[config.mk]
export PLATFORM = sky130hd
export DESIGN_NAME = activation
export DESIGN_NICKNAME = d
export VERILOG_FILES = /design/src/rtl/activation_pkg.sv /design/src/rtl/activation_sigmoid_plan.sv /design/src/rtl/activation.sv
export SDC_FILE = /design/constraint.sdc
export NUM_CORES = 1
export LEC_CHECK = 0
export BUFFER_PORTS_ARGS = -buffer_cell sky130_fd_sc_hd__buf_4
export CAP_MARGIN = 20
export CORE_MARGIN = 2
export CORE_UTILIZATION = 40
export DETAILED_ROUTE_END_ITERATION = 16
export GPL_TIMING_DRIVEN = 1
export PLACE_DENSITY = 0.62
export RECOVER_POWER = 100
export SLEW_MARGIN = 20
export SYNTH_ARGS = -nofsm -noshare
export SYNTH_HDL_FRONTEND = slang
export SYNTH_SLANG_ARGS = --single-unit
[constraint.sdc]
create_clock -name clk -period 1.2 [get_ports clk]
set_input_delay 0.18 -clock clk [delete_from_list [all_inputs] [get_ports clk]]
set_output_delay 0.18 -clock clk [all_outputs]
set_load 0.01 [all_outputs]
[src/rtl/activation_pkg.sv]
// Shared constants and types for the PLAN sigmoid activation unit.
// All segment thresholds and offsets are derived from FRAC_W, so the
// Q-format can change without touching the datapath. FRAC_W must be >= 5
// because the 0.84375 offset is built as 27 << (FRAC_W - 5).
package activation_pkg;

  localparam int DATA_W = 16;
  localparam int FRAC_W = 8;
  localparam int ABS_W  = DATA_W + 1;

  typedef logic signed [15:0] fix_t;
  typedef logic        [15:0] ufix_t;
  typedef logic [ABS_W-1:0]   abs_t;

  // Segment thresholds on |x|: 5.0, 2.375, 1.0
  localparam abs_t SEG_SAT_TH = abs_t'(32'd5  << FRAC_W);
  localparam abs_t SEG_HI_TH  = abs_t'(32'd19 << (FRAC_W - 3));
  localparam abs_t SEG_MID_TH = abs_t'(32'd1  << FRAC_W);

  // Segment offsets: 0.84375, 0.625, 0.5 and the saturation value 1.0
  localparam abs_t OFF_HI  = abs_t'(32'd27 << (FRAC_W - 5));
  localparam abs_t OFF_MID = abs_t'(32'd5  << (FRAC_W - 3));
  localparam abs_t OFF_LO  = abs_t'(32'd1  << (FRAC_W - 1));
  localparam abs_t ONE     = abs_t'(32'd1  << FRAC_W);

  // Slope shifts: 1/32, 1/8, 1/4
  localparam int SH_HI  = 5;
  localparam int SH_MID = 3;
  localparam int SH_LO  = 2;

  // Magnitude in one extra bit so the most negative input does not wrap.
  function automatic abs_t abs_value(input fix_t x);
    abs_t ext;
    ext = {x[DATA_W-1], x};
    if (x[DATA_W-1]) begin
      return (~ext) + abs_t'(1);
    end else begin
      return ext;
    end
  endfunction

endpackage

[src/rtl/activation_sigmoid_plan.sv]
// Combinational PLAN sigmoid: magnitude, segment select, shift-add, and
// mirror about 0.5 for negative inputs (y(-x) = 1 - y(x)).
module sigmoid_plan
  import activation_pkg::*;
(
  input  fix_t  x_i,
  output ufix_t y_o
);

  abs_t a_s;
  abs_t mag_s;
  abs_t res_s;

  // Evaluate the piecewise-linear curve on |x| and mirror for negative x.
  always_comb begin
    a_s   = abs_value(x_i);
    mag_s = ONE;
    res_s = ONE;
    if (a_s >= SEG_SAT_TH) begin
      mag_s = ONE;
    end else if (a_s >= SEG_HI_TH) begin
      mag_s = (a_s >> SH_HI) + OFF_HI;
    end else if (a_s >= SEG_MID_TH) begin
      mag_s = (a_s >> SH_MID) + OFF_MID;
    end else begin
      mag_s = (a_s >> SH_LO) + OFF_LO;
    end
    // mag_s never exceeds ONE, so the mirror cannot underflow.
    if (x_i[DATA_W-1]) begin
      res_s = ONE - mag_s;
    end else begin
      res_s = mag_s;
    end
    y_o = ufix_t'(res_s);
  end

endmodule

[src/rtl/activation.sv]
// Neuron activation unit: registered PLAN sigmoid with 1-cycle latency and
// a valid flag. Optional build macro ACTIVATION_RELU_EN adds the act_sel
// port, which selects ReLU (pass non-negative input, clamp negative to 0).
module activation
  import activation_pkg::*;
(
  input  logic              clk,
  input  logic              n_rst,
  input  logic              in_valid,
  input  logic [DATA_W-1:0] act_in,
`ifdef ACTIVATION_RELU_EN
  input  logic              act_sel,
`endif
  output logic              out_valid,
  output logic [DATA_W-1:0] act_out
);

  ufix_t             sig_s;
  logic [DATA_W-1:0] act_d;
  logic [DATA_W-1:0] act_q;
  logic              out_valid_q;

  sigmoid_plan u_sigmoid_plan (
    .x_i (fix_t'(act_in)),
    .y_o (sig_s)
  );

  // Next output word: new result on a valid sample, otherwise hold.
  always_comb begin
    act_d = act_q;
    if (in_valid) begin
`ifdef ACTIVATION_RELU_EN
      if (act_sel) begin
        act_d = act_in[DATA_W-1] ? {DATA_W{1'b0}} : act_in;
      end else begin
        act_d = sig_s;
      end
`else
      act_d = sig_s;
`endif
    end else begin
      act_d = act_q;
    end
  end

  // Output and valid registers; valid simply follows in_valid one cycle later.
  always_ff @(posedge clk or negedge n_rst) begin
    if (!n_rst) begin
      act_q       <= {DATA_W{1'b0}};
      out_valid_q <= 1'b0;
    end else begin
      act_q       <= act_d;
      out_valid_q <= in_valid;
    end
  end

  assign act_out   = act_q;
  assign out_valid = out_valid_q;

endmodule

==> run summary, run 1 <==
The tools report the area of the die as 5790 sq um. Clock network latency to the later pin of the worst-skew pair: 260 ps. The count of nets left with antenna violations once routing finished came out at 0.

Of the cells placed in the final design, the portion with a size suffix greater than 1 is 47.3%. Sequential cells account for 26.8% of the total power. The flip-flop and latch count after synthesis came out at 17.

For the number of antenna violations at the first check in global routing, the log shows 0. In this run, the clock network consumes 19.1% of the power. The overall routing resource usage is 25.4%, and the half-perimeter wire length of the detailed placement result is 5.70 mm. The netlist uses 66 different library cells. For this run the aggregate overflow at the end of global routing stands at 0. Quantity of I/O buffers inserted on ports: 35.

The final weighted congestion of routability-driven global placement is 0.908. Setup repair after global routing could not meet its margin everywhere. IR analysis of the VDD net gives a maximum drop of 0.514 mV. The worst setup path is captured at a flop. For this run, asynchronously set or reset flops after synthesis account for 100%. In this run, synthesis inferred 0 flip-flops with an integrated enable. The final reports fail on negative setup slack.

The hold violation total from the final report was 0; the final standard cell utilization of the core was 70.1%. For this run, design rule violations remaining after detail routing come to 0. The number of instances in the synthesized netlist came out at 258.

After the last flow step, the layout net total stands at 419. The number of core rows was 26; the length of the first detailed-routing pass in iterations was 5. Using the TritonRoute via totals, the vias-per-cell ratio works out to 5.75. In the final routed layout, each cell accounts on average for 16.6 um. The clock passes through at most 2 buffers. Measured along the y axis, the die boundary spans 76.1 um.

The mean cell area of the mapped netlist was 8.06 sq um. The flow ran to the end, but the final reports show violations. At the worst endpoint, the required time is 1340 ps.

The tools report the share of the yosys chip area belonging to registers as 20.5%. After the flow finishes, the layout carries non-filler instances totaling 461. The clock period minus final worst setup slack works out to 3500 ps.

TritonCTS built the clock tree. Clock-pin slew was measured on the worst setup and hold paths at 70 ps. At the pin with the least slew margin, the transition time is 681 ps. For the first-iteration detailed-routing DRC count, the log shows 152. Of the total power, combinational logic draws 54.0%.

The number of clock buffers added by TritonCTS is 3. Power density over the cells: 669 nW/um^2. For this run, the leading register cell type out of synthesis is sky130_fd_sc_hd__dfrtp_1. The cell area that synthesis handed to floorplanning was 2080 sq um. The run gives 17 as the number of sinks driven by the clock tree. The number of H-tree levels came out at 1. The starting density of the core was 41.0%; the maximum fanout along the worst path was 5. The Yosys step of the flow raised 0 warnings. The tools report the clock root buffer as sky130_fd_sc_hd__clkbuf_8. STA classifies the critical path startpoint as an input pin. The worst slew slack as a fraction of its limit was 54.6%. The number of max-cap violations was 0. Setup TNS after final layout: -34430 ps.

In this run switching power makes up 37.7% of total power. Data arrives at the worst endpoint at 3640 ps. When the netlist entered floorplanning its net count stood at 285. The classification of the worst setup path is input pin to flop.

In this run the static leakage power is 1.49 nW. In this run the worst hold path is classified as input pin to flop. Including well taps, the total number of placed cells is 441. The x dimension of the die works out to 76.1 um. The portion of the clock cycle consumed by the worst path in the final layout is 292%, and the global-route wire length before repair is 12.3 mm. Summed over all layers, the routed wires come to 7.65 mm.

The maximum clock rate came out at 285 MHz. The number of antenna diodes in the final layout is 0. The max-slew violation count is 0. The logs give -2300 ps for the slack of the critical path and 1.48 mW for the internal power summed over all cells. The post-route total power was 2.38 mW; the number of ports placed on the die boundary was 36. Between clock sinks in the finished design, the worst skew comes to 0 ps. The number of global-route vias before repair was 2564. The tools report the net switching power figure as 0.899 mW.

Layout-stage area growth over the synthesis result: 71.2%. The core region is 5070 sq um. The routed layout has 2650 vias. Setup violations remaining at the end of the flow were counted as 16. Entering global routing, the biggest net connects 18 pins.
==> stage by stage <==
step / hold slack, ps / area, sq um / setup WS, ps
finish: 340 / 3560 / -2300
floorplan: -116 / 2220 / -2490
detailed placement: 59.8 / 3200 / -2550
global placement: 55.6 / 3200 / -2490
global route: 369 / 3560 / -2400
CTS: 248 / 3400 / -2210
==> cells by family (layout without fill, tap and decap cells) <==
logic type | Yosys count | in the layout | synth area share, %
AND/OR/NAND/NOR | 104 | 104 | 28.4
AO/OA/AOI/OAI | 86 | 86 | 33.6
buffers and inverters | 29 | 162 | 5.78
flip-flops | 17 | 17 | 20.5
XOR/XNOR | 12 | 12 | 5.96
adder cells (fa/ha/maj) | 8 | 8 | 4.81
multiplexers | 2 | 2 | 0.963
==> final cells by class <==
type,count,area (sq um)
clock inverters,1,7.51
fillers,438,1520
multi-input cells,212,1870
well taps,70,87.6
inverters,13,76.3
clock buffers,3,41.3
repair buffers,145,1050
flip-flops and latches,17,425
==> power groups by stage <==
stage	Clock [mW]	Sequential, mW	Combinational [mW]
CTS	0.459	0.639	1.17
global placement	0	0.648	1.08
global route	0.486	0.645	1.39
detailed placement	0	0.650	1.09
floorplan	0	0.670	0.526
finish	0.456	0.640	1.29
==> sequential cells by signal, indices dropped and copies added, names as in the netlist <==
register	flops
out_valid	1
act_out	16
==> path summary, 6_finish.rpt <==
kind / from / to / slack, ps / depth (start not counted)
max in group asynchronous: n_rst / act_out[15] / 510 / 2
setup reg to reg: act_out[7] / act_out[7] / 200 / 3
min in group asynchronous: n_rst / act_out[5] / 390 / 2
setup / recovery: act_in[1] / act_out[7] / -2300 / 15
hold reg to reg: act_out[8] / act_out[8] / 490 / 2
hold / removal: in_valid / act_out[6] / 340 / 4
==> cell usage after synthesis, drive strengths merged, types with 4 or more instances <==
| cell | n | area (sq um) |
|---|---|---|
| o311ai | 4 | 42.6 |
| and4 | 6 | 52.6 |
| and2 | 4 | 25.0 |
| nand3 | 10 | 50.1 |
| a21oi | 13 | 65.1 |
| o21ai | 12 | 60.1 |
| or3 | 4 | 25.0 |
| o31ai | 9 | 67.6 |
| nand4 | 10 | 62.6 |
| xnor2 | 7 | 80.1 |
| nor2 | 16 | 60.1 |
| inv | 13 | 51.3 |
| nor3 | 11 | 65.1 |
| nand2 | 20 | 75.1 |
| clkbuf | 13 | 48.8 |
| o2bb2ai | 6 | 52.6 |
| dfrtp | 17 | 425 |
| xor2 | 5 | 43.8 |
| ha | 8 | 100 |
| nor4 | 6 | 37.5 |
==> cells in the final DEF, fill, tap and decap left out, types with 5 or more instances in the layout <==
| cell | netlist | layout |
|---|---|---|
| sky130_fd_sc_hd__buf_4 | 0 | 119 |
| sky130_fd_sc_hd__nand2_1 | 20 | 18 |
| sky130_fd_sc_hd__clkbuf_1 | 13 | 18 |
| sky130_fd_sc_hd__dfrtp_1 | 17 | 17 |
| sky130_fd_sc_hd__nor2_1 | 16 | 14 |
| sky130_fd_sc_hd__a21oi_1 | 13 | 11 |
| sky130_fd_sc_hd__nand4_1 | 10 | 10 |
| sky130_fd_sc_hd__nor3_1 | 9 | 8 |
| sky130_fd_sc_hd__nand3_1 | 10 | 8 |
| sky130_fd_sc_hd__o31ai_1 | 9 | 8 |
| sky130_fd_sc_hd__inv_1 | 12 | 6 |
| sky130_fd_sc_hd__ha_4 | 0 | 6 |
| sky130_fd_sc_hd__and4_1 | 6 | 5 |
| sky130_fd_sc_hd__nor4_1 | 6 | 5 |
| sky130_fd_sc_hd__xnor2_1 | 6 | 5 |
| sky130_fd_sc_hd__xor2_1 | 5 | 5 |
| sky130_fd_sc_hd__o21ai_0 | 12 | 5 |
| sky130_fd_sc_hd__o21ai_1 | 0 | 5 |
| sky130_fd_sc_hd__buf_6 | 1 | 5 |
==> worst max-delay path, cell delays in order <==
cell and delay, ps:
sky130_fd_sc_hd__buf_12 110, sky130_fd_sc_hd__inv_12 40, sky130_fd_sc_hd__ha_4 120, sky130_fd_sc_hd__or4b_4 500
sky130_fd_sc_hd__o41a_4 400, sky130_fd_sc_hd__xnor2_4 170, sky130_fd_sc_hd__buf_6 130, sky130_fd_sc_hd__ha_4 170
sky130_fd_sc_hd__o21ai_4 70, sky130_fd_sc_hd__o2bb2ai_4 100, sky130_fd_sc_hd__or3_4 450, sky130_fd_sc_hd__a211o_1 310
sky130_fd_sc_hd__a22o_1 260, sky130_fd_sc_hd__o31a_1 300, sky130_fd_sc_hd__or3_1 340
==> routing by layer <==
layer	vias to the layer above	track usage, %	routed length (um)
li1	1284	-	-
met1	1262	36.2	3550
met2	98	42.8	3620
met3	6	3.08	438
met4	0	2.91	46
met5	-	0	0
==> timing repair <==
| item | CTS | global route |
|---|---|---|
| pin swaps | 10 | 14 |
| setup endpoints to repair | 16 | 16 |
| gates resized for setup | 24 | 27 |
| buffers inserted | 6 | 11 |
| hold buffers | 1 | 0 |
| hold endpoints to repair | 17 | 0 |
Note: power is estimated with default switching activity, not from simulation.
==> run 2, diff against run 1 <==
Settings changed: CORE_UTILIZATION 40 to 55, PLACE_DENSITY 0.62 to 0.81.
==> run 2 against run 1 <==
The flow now stops in global routing (5_1_grt). Synthesized cell count stayed put. Synthesized area stayed put.
==> run summary, run 2 <==
Most common cell in the synthesized netlist: sky130_fd_sc_hd__nand2_1 (unchanged). Cell type with the highest aggregate area in the netlist: sky130_fd_sc_hd__dfrtp_1 (unchanged). The die height is 65.5 um (was 76.1 um).

Main area contributors after synthesis: sky130_fd_sc_hd__dfrtp_1 (20%), sky130_fd_sc_hd__ha_1 (4.8%), sky130_fd_sc_hd__nand2_1 (3.6%), sky130_fd_sc_hd__o31ai_1 (3.2%), sky130_fd_sc_hd__a21oi_1 (3.1%) (unchanged). Entering global routing, the biggest net connects 18 pins. The x dimension of the die works out to 65.5 um (was 76.1 um). The quantity of I/O buffers inserted on ports was 35 (unchanged); the overall routing resource usage was 66.2%. For the share of the yosys chip area belonging to registers, the log shows 20.5% (unchanged).

The number of enable flip-flop cells after synthesis came out at 0 (unchanged). The mapped cell area was 2080 sq um (unchanged). Mean cell area of the mapped netlist: 8.06 sq um (unchanged). The flip-flop and latch count after synthesis came out at 17 (unchanged).

The flow did not finish. The number of instances in the synthesized netlist was 258 (unchanged); the number of global-route vias before repair was 3808. The number of sinks driven by the clock tree is 17 (unchanged), and the TritonCTS buffer count is 3 (unchanged). The first global-routing pass estimated 20.8 mm of wire.

The maximum clock insertion buffer count is 2 (unchanged), and the post-synthesis net count is 285 (unchanged). The distinct cell type count of the synthesized netlist is 66 (unchanged). The last stage reached is global routing (5_1_grt).

The dominant register cell in the synthesized netlist was sky130_fd_sc_hd__dfrtp_1 (unchanged). The post-synthesis async set-or-reset flop share came out at 100% (unchanged). The number of synthesis warnings is 0 (unchanged), and the number of core rows is 22 (was 26). The tools report the number of ports placed on the die boundary as 36 (unchanged).

The tool reported: "[ERROR GRT-0116] Global routing finished with congestion. Check the congestion regions in the DRC Viewer". The half-perimeter wire length of the detailed placement result was 6.65 mm (was 5.70 mm). Most frequent cells after synthesis: sky130_fd_sc_hd__nand2_1 (20), sky130_fd_sc_hd__dfrtp_1 (17), sky130_fd_sc_hd__nor2_1 (16) (unchanged). For the starting density of the core, the log shows 56.8% (was 41.0%). The clock root buffer is sky130_fd_sc_hd__clkbuf_8 (unchanged). The number of H-tree levels was 1 (unchanged). The final weighted congestion of routability-driven global placement was 1.02 (was 0.908). The share of the synthesized area in the top cell type was 20.5% (unchanged). For the sum of overflow across all layers after global routing, the log shows 2.
==> run 2: cell counts after synthesis <==
Identical to the previous run, type by type.
==> run 2: kinds of logic after synthesis <==
logic type	after synthesis	synth area share (%)
buf+inv	29	5.78
mux	2	0.963
flops	17	20.5
fa+ha+maj	8	4.81
compound gates	86	33.6
simple gates	104	28.4
xor+xnor	12	5.96
==> run 2: per-stage QoR <==
step | std cells | area [sq um] | worst slack, ps | util [%] | setup TNS (ps)
4_1_cts | 438 | 3460 | -2350 | 94.5 | -35170
3_5_place_dp | 422 | 3190 | -2720 | 87.2 | -40870
3_3_place_gp | 422 | 3190 | -2560 | 87.2 | -38330
2_1_floorplan | 258 | 2220 | -2490 | - | -37000
==> run 2: repair_timing <==
action / in CTS
pin swaps: 14
setup endpoints to repair: 16
resized for setup: 32
hold endpoints to repair: 17
hold buffers: 1
buffers inserted: 11
==> run 2: per-layer routing <==
| metal | global-route usage [%] | overflow |
|---|---|---|
| met1 | 69.0 | 0 |
| met4 | 61.2 | 0 |
| met5 | 2.78 | 0 |
| met3 | 41.1 | 0 |
| met2 | 89.9 | 2 |
==> run 3, diff against run 2 <==
Settings changed: CORE_UTILIZATION 55 to 40, PLACE_DENSITY 0.81 to unset, PLACE_DENSITY_LB_ADDON set to 0.15.
==> run 3 against run 2 <==
The flow now finishes, with violations (negative setup slack).
==> run summary, run 3 (synthesis gave the netlist of run 1 again) <==
The worst setup path is of the input pin to flop kind. For this run, the total global-route usage over all layers was measured as 25.6%. The finished cells cover 3670 sq um. The hold violation total from the final report was 0; the x dimension of the die was 76.1 um (was 65.5 um). The number of max-cap violations was 0. The run finished, with violations left. The core region is 5070 sq um. The number of cells on the worst reg-to-reg path is 3. Between clock sinks in the finished design, the worst skew comes to 0 ps. The die height is 76.1 um (was 65.5 um).

The first global-routing pass estimated 12.4 mm of wire. Number of cells on the worst hold path: 4. The run gives 7.97 mm as the final routed wirelength across all metal layers. The worst setup path is captured at a flop. The maximum clock rate was 284 MHz; the portion of the clock cycle consumed by the worst path in the final layout was 293%. The via count normalized by instance count was 5.83. The number of ports placed on the die boundary is 36 (unchanged).

The maximum clock insertion buffer count is 2 (unchanged), and the final standard cell utilization of the core is 72.3%. For the register share of total power, the log shows 26.7%. The run gives 451 (was 422) as the total placed cells including tap cells.

Proportion of layout cells with a drive suffix above 1: 49.1%. The tools report the clock root buffer as sky130_fd_sc_hd__clkbuf_8 (unchanged). The final routed DRC violation total was 0; the number of core rows was 26 (was 22).

The tools report the startpoint type of the worst setup path as an input pin. The clock network accounts for 18.5% of the total power. The number of flip-flops in the largest register was 16. Global routing used 37.0% of the available met1 tracks.

The tools report the number of antenna violations at the first check in global routing as 0. The number of sinks driven by the clock tree was 17 (unchanged). The layout-stage area growth over the synthesis result was 76.5%. Type of the tightest min-delay check: input pin to flop. The routed design could run at a clock period as short as 3520 ps.

The instance area after placement is 3280 sq um (was 3190 sq um). The leakage component of the power is 1.58 nW. The quantity of I/O buffers inserted on ports is 35 (unchanged). For the pin with the worst max-slew slack, the measured transition is 701 ps.

The area of the die is 5790 sq um, and the minimum hold slack is 351 ps. Along the worst path, the maximum fanout reaches 4. Combinational logic burns 54.9% of the power. The global-route met2 utilization was 41.2%; the required arrival time at the worst endpoint was 1330 ps.

The internal power summed over all cells is 1.51 mW. After the last flow step, the layout net total stands at 437. Before antenna repair, the detailed router went through 4 iterations. The setup TNS after final layout is -34690 ps, and the minimum setup slack after placement is -2560 ps (was -2720 ps).

TritonCTS built the clock tree. The sum of overflow across all layers after global routing was 0. The run gives 2570 as the number of global-route vias before repair. The number of setup violations in the final report was 16; the arrival time of data at the critical path endpoint was 3650 ps. The largest net degree at the start of global routing is 18, and the number of diodes added for antenna fixing is 0.

The clock slew at the register clock pins of the worst setup and hold paths was 70 ps. In the layout the commonest cells are sky130_fd_sc_hd__buf_4 (133), sky130_fd_sc_hd__clkbuf_1 (18), sky130_fd_sc_hd__nand2_1 (17), sky130_fd_sc_hd__dfrtp_1 (17), sky130_fd_sc_hd__nor2_1 (13). The half-perimeter wire length of the detailed placement result is 5.74 mm (was 6.65 mm). The global-route track usage on met3 is 3.79%, and the routed length per instance is 16.6 um. Headroom to the max-slew limit came out at 53.3%.

Number of H-tree levels: 1 (unchanged). The net switching power figure is 0.887 mW. The max-slew violation count was 0. IR analysis of the VDD net gives a maximum drop of 0.596 mV.

The number of standard cells in the layout, taps in and fillers out is 479. For this block, the initial DRC count from the detailed router was 205. Across all layers, the routed design uses 2794 vias.

Once detail routing completed, the nets flagged for antenna violations numbered 0. The tools report the TritonCTS buffer count as 3 (unchanged). Starting density of the core: 41.0% (was 56.8%).

Leaving out fill and tap cells, the most frequent cell in the layout is sky130_fd_sc_hd__buf_4. met2 is the most crowded layer. The post-route total power came out at 2.39 mW. The fraction of power spent switching nets is 37.0%, and the clock network latency to the later pin of the worst-skew pair is 250 ps. The slack of the critical path was -2320 ps. Power spread over the standard cell area amounts to 652 nW/um^2. Setup repair after global routing could not meet its margin everywhere.

The checks that failed: negative setup slack. The tools report the final weighted congestion of routability-driven global placement as 0.947 (was 1.02).
## run 3: path summary, 6_finish.rpt
| path | startpoint | to | slack (ps) |
|---|---|---|---|
| setup / recovery | act_in[1] | act_out[4] | -2320 |
| hold / removal | in_valid | act_out[6] | 350 |
| setup reg to reg | act_out[7] | act_out[7] | 190 |
| hold reg to reg | act_out[6] | act_out[6] | 490 |
| max in group asynchronous | n_rst | act_out[10] | 510 |
| min in group asynchronous | n_rst | act_out[7] | 390 |
## run 3: per-layer routing
metal  vias to the layer above  share of wire, %
met5                         -                 0
met4                         0               1.2
met3                        10               6.1
met2                       112                48
met1                      1354                44
li1                       1318                 -
## run 3: area by class of cell
class	instances	area, sq um
sequential	17	425
timing repair buffer	163	1210
clock buffer	3	41.3
fill	422	1400
clock inverter	1	7.51
inverter	13	73.8
tap	70	87.6
multi-input combinational	212	1820
## run 3: power groups by stage
| stage | sequential, mW | combinational, mW | clock (mW) |
|---|---|---|---|
| floorplan | 0.670 | 0.526 | 0 |
| global route | 0.644 | 1.41 | 0.479 |
| global placement | 0.648 | 1.11 | 0 |
| finish | 0.638 | 1.31 | 0.442 |
| detailed placement | 0.649 | 1.12 | 0 |
| CTS | 0.639 | 1.19 | 0.448 |
## run 3: worst max-delay path, stage by stage
cell,delay [ps]
sky130_fd_sc_hd__buf_12,110
sky130_fd_sc_hd__inv_12,40
sky130_fd_sc_hd__ha_4,120
sky130_fd_sc_hd__or4b_4,500
sky130_fd_sc_hd__o41a_4,400
sky130_fd_sc_hd__xnor2_4,170
sky130_fd_sc_hd__buf_6,140
sky130_fd_sc_hd__ha_4,170
sky130_fd_sc_hd__o21ai_4,70
sky130_fd_sc_hd__o2bb2ai_4,90
sky130_fd_sc_hd__or3_4,440
sky130_fd_sc_hd__nor2_4,160
sky130_fd_sc_hd__a32o_2,210
sky130_fd_sc_hd__inv_2,60
sky130_fd_sc_hd__ha_4,160
sky130_fd_sc_hd__buf_4,130
sky130_fd_sc_hd__and4_1,150
sky130_fd_sc_hd__o32a_1,360
## run 3: what timing repair did
item / CTS / global route
setup endpoints to repair: 16 / 16
cloned: 0 / 0
hold buffers: 1 / 0
resized for setup: 19 / 29
buffers inserted: 13 / 13
pin swaps: 12 / 15
hold endpoints to repair: 17 / 0
==> run 4, diff against run 3 <==
Settings changed: BUFFER_PORTS_ARGS -buffer_cell sky130_fd_sc_hd__buf_4 to -buffer_cell sky130_fd_sc_hd__buf_2.
==> run 4 against run 3 <==
The flow still finishes with violations (negative setup slack). Count of clock-buffer cells in the layout stayed put. Die area stayed put. Core utilization is 0.81 points lower. Clock skew stayed put. Critical path depth is 1 higher. Sequential power hardly changed. Global-route usage is 1.2 points higher. Combinational power hardly changed. Maximum frequency is 1.3% lower. Wire length is 2.9% higher. Critical path type unchanged. Critical endpoint is now act_out[6].
==> run summary, run 4 (synthesis gave the netlist of run 1 again) <==
The run finished, with violations left. Violations in the final reports: negative setup slack (unchanged). The tools report the final routed DRC violation total as 0 (unchanged). The cell area after layout was 3630 sq um (was 3670 sq um). Commonest cells after routing, fill and taps aside: sky130_fd_sc_hd__buf_4 (117), sky130_fd_sc_hd__nand2_1 (19), sky130_fd_sc_hd__clkbuf_1 (18) (was sky130_fd_sc_hd__buf_4 (133), sky130_fd_sc_hd__clkbuf_1 (18), sky130_fd_sc_hd__nand2_1 (17), sky130_fd_sc_hd__dfrtp_1 (17), sky130_fd_sc_hd__nor2_1 (13)). The number of antenna violations at the first check in global routing was 0 (unchanged).

The part of the power in the clock network is 19.2% (was 18.5%). The logs give -2360 ps (was -2320 ps) for the slack of the critical path and 0 (unchanged) for the number of nets still failing antenna checks after routing. The logs give 54.0% (was 54.9%) for the combinational fraction of design power and 1 (unchanged) for the number of H-tree levels. The register share of total power was 26.8% (was 26.7%); the core area was 5070 sq um (unchanged). Instance area after placement: 3180 sq um (was 3280 sq um). Area of the die: 5790 sq um (unchanged). The tools report the post-route total power as 2.40 mW (was 2.39 mW).

The logs give 5 (was 4) for the length of the first detailed-routing pass in iterations and 26 (unchanged) for the number of core rows. Fraction of power spent switching nets: 38.2% (was 37.0%). The global-route wire length before repair was 12.8 mm (was 12.4 mm); the post-route clock skew was 0 ps (unchanged).

The starting density of the core is 41.0% (unchanged). The first-iteration detailed-routing DRC count is 319 (was 205). The tools report the clock network latency to the later pin of the worst-skew pair as 260 ps (was 250 ps). The tools report the routed length on met2 as 3.90 mm (was 3.85 mm).

The die height came out at 76.1 um (unchanged). The TritonCTS buffer count was 3 (unchanged). The kind of end point of the critical path is a flop (unchanged). The quantity of I/O buffers inserted on ports is 35 (unchanged), and the x dimension of the die is 76.1 um (unchanged). The minimum setup slack after placement is -2580 ps (was -2560 ps).

The power density over the cells came out at 660 nW/um^2 (was 652 nW/um^2). Maximum fanout along the worst path: 8 (was 4). The actual slew at the worst max-slew pin came out at 654 ps (was 701 ps). The via count normalized by instance count is 5.92 (was 5.83). The routed length per instance is 17.2 um (was 16.6 um). Setup repair after global routing could not meet its margin everywhere. Half-perimeter wire length of the detailed placement result: 5.70 mm (was 5.74 mm). For the net switching power figure, the log shows 0.915 mW (was 0.887 mW). The hold violation total from the final report is 0 (unchanged), and the proportion of layout cells with a drive suffix above 1 is 49.4% (was 49.1%). The max-slew violation count is 0 (unchanged). The number of max-cap violations was 0 (unchanged); the total vias in the final route was 2825 (was 2794). The overall routing resource usage was 26.8% (was 25.6%); the leakage component of the power was 1.56 nW (was 1.58 nW).

The number of ports placed on the die boundary was 36 (unchanged); the net count of the finished layout was 435 (was 437). The number of cells on the worst reg-to-reg path is 3 (unchanged), and the number of setup violations in the final report is 16 (unchanged). The run gives 0.912 (was 0.947) as the final weighted congestion of routability-driven global placement.

The uppermost metal layer occupied by signal nets is met4 (unchanged). Layout-stage area growth over the synthesis result: 74.5% (was 76.5%). The number of sinks driven by the clock tree came out at 17 (unchanged). The clock root buffer is sky130_fd_sc_hd__clkbuf_8 (unchanged). The final routed wirelength across all metal layers was 8.20 mm (was 7.97 mm); the clock slew at the register clock pins of the worst setup and hold paths was 70 ps (about the same). The classification of the worst setup path is input pin to flop (unchanged). The sum of overflow across all layers after global routing is 0 (unchanged). Worst slew slack as a fraction of its limit: 56.4% (was 53.3%). The number of global-route vias before repair was 2666 (was 2570).

The tools report the launching instance or port of the critical path as act_in[1] (unchanged). Worst flop-to-flop path startpoint: act_out[7] (unchanged). The wire length on met1 came out at 3.63 mm (was 3.54 mm). The maximum clock rate is 281 MHz (was 284 MHz).

The type of the tightest min-delay check was input pin to async pin (was input pin to flop). The portion of the clock cycle consumed by the worst path in the final layout was 297% (was 293%). The logs give 519 um (was 489 um) for the wire length on met3 and 1340 ps (was 1330 ps) for the required arrival time at the worst endpoint. The tools report the number of diodes added for antenna fixing as 0 (unchanged). The number of flip-flops in the largest register works out to 16 (unchanged). The arrival time of data at the critical path endpoint is 3700 ps (was 3650 ps), and the maximum clock insertion buffer count is 2 (unchanged).

Internal power summed over all cells: 1.48 mW (was 1.51 mW). The largest net degree at the start of global routing is 23 (was 18). The clock period minus final worst setup slack is 3560 ps (was 3520 ps). The maximum resistive drop on vdd came out at 0.510 mV (was 0.596 mV). The most common library cell in the layout ignoring fill and taps is sky130_fd_sc_hd__buf_4 (unchanged). The run gives -35480 ps (was -34690 ps) as the setup TNS after final layout. The startpoint type of the worst setup path is an input pin (unchanged). TritonCTS built the clock tree.
## run 4: layout make-up
cell class | instances | area (sq um)
clock buffer | 3 | 41.3
clock inverter | 1 | 7.51
fill | 391 | 1450
inverter | 13 | 73.8
multi-input combinational | 212 | 1850
sequential | 17 | 425
tap | 70 | 87.6
timing repair buffer | 161 | 1150
## run 4: routing by layer
metal | track usage [%] | vias up
li1 | - | 1320
met1 | 38.0 | 1351
met4 | 6.00 | 0
met5 | 0 | -
met3 | 4.15 | 21
met2 | 43.3 | 133
## run 4: worst paths after layout
check,endpoint,slack (ps)
max in group asynchronous,act_out[1],490
min,act_out[6],400
min in group clk,out_valid,410
min reg2reg,act_out[8],480
max reg2reg,act_out[7],190
max,act_out[6],-2360
## run 4: repair_timing
action,in CTS,in global routing
buffers inserted,13,10
gates resized for setup,36,15
endpoints found under the hold margin,17,0
hold buffers,1,0
endpoints found under the setup margin,16,16
cloned,0,0
pin swaps,16,22
## run 4: critical path: stages
cell and delay [ps]:
sky130_fd_sc_hd__buf_12 110, sky130_fd_sc_hd__inv_12 40, sky130_fd_sc_hd__ha_4 120, sky130_fd_sc_hd__or4b_4 490, sky130_fd_sc_hd__buf_4 190, sky130_fd_sc_hd__and4_1 220, sky130_fd_sc_hd__a2111oi_4 240, sky130_fd_sc_hd__buf_4 200
sky130_fd_sc_hd__o41ai_4 80, sky130_fd_sc_hd__buf_6 150, sky130_fd_sc_hd__nor3_4 290, sky130_fd_sc_hd__nand2_1 140, sky130_fd_sc_hd__a32o_2 320, sky130_fd_sc_hd__inv_2 80, sky130_fd_sc_hd__ha_4 160, sky130_fd_sc_hd__inv_4 40
sky130_fd_sc_hd__a221oi_4 260, sky130_fd_sc_hd__mux2i_1 260, sky130_fd_sc_hd__o311ai_1 130
## run 4: power groups by stage
stage	Clock, mW	Combinational [mW]	Sequential, mW
2_1_floorplan	0	0.526	0.670
3_3_place_gp	0	1.06	0.645
3_5_place_dp	0	1.08	0.647
4_1_cts	0.469	1.20	0.637
5_1_grt	0.490	1.38	0.647
6_report	0.461	1.29	0.641
## run 4: metrics by stage
stage                     hold slack, ps  cells  util [%]
after floorplan                     -116    258         -
after global placement               117    450      62.6
after detailed placement             130    450      62.6
after CTS                            262    468      69.1
after global routing                 439    477      71.5
final                                399    477      71.5
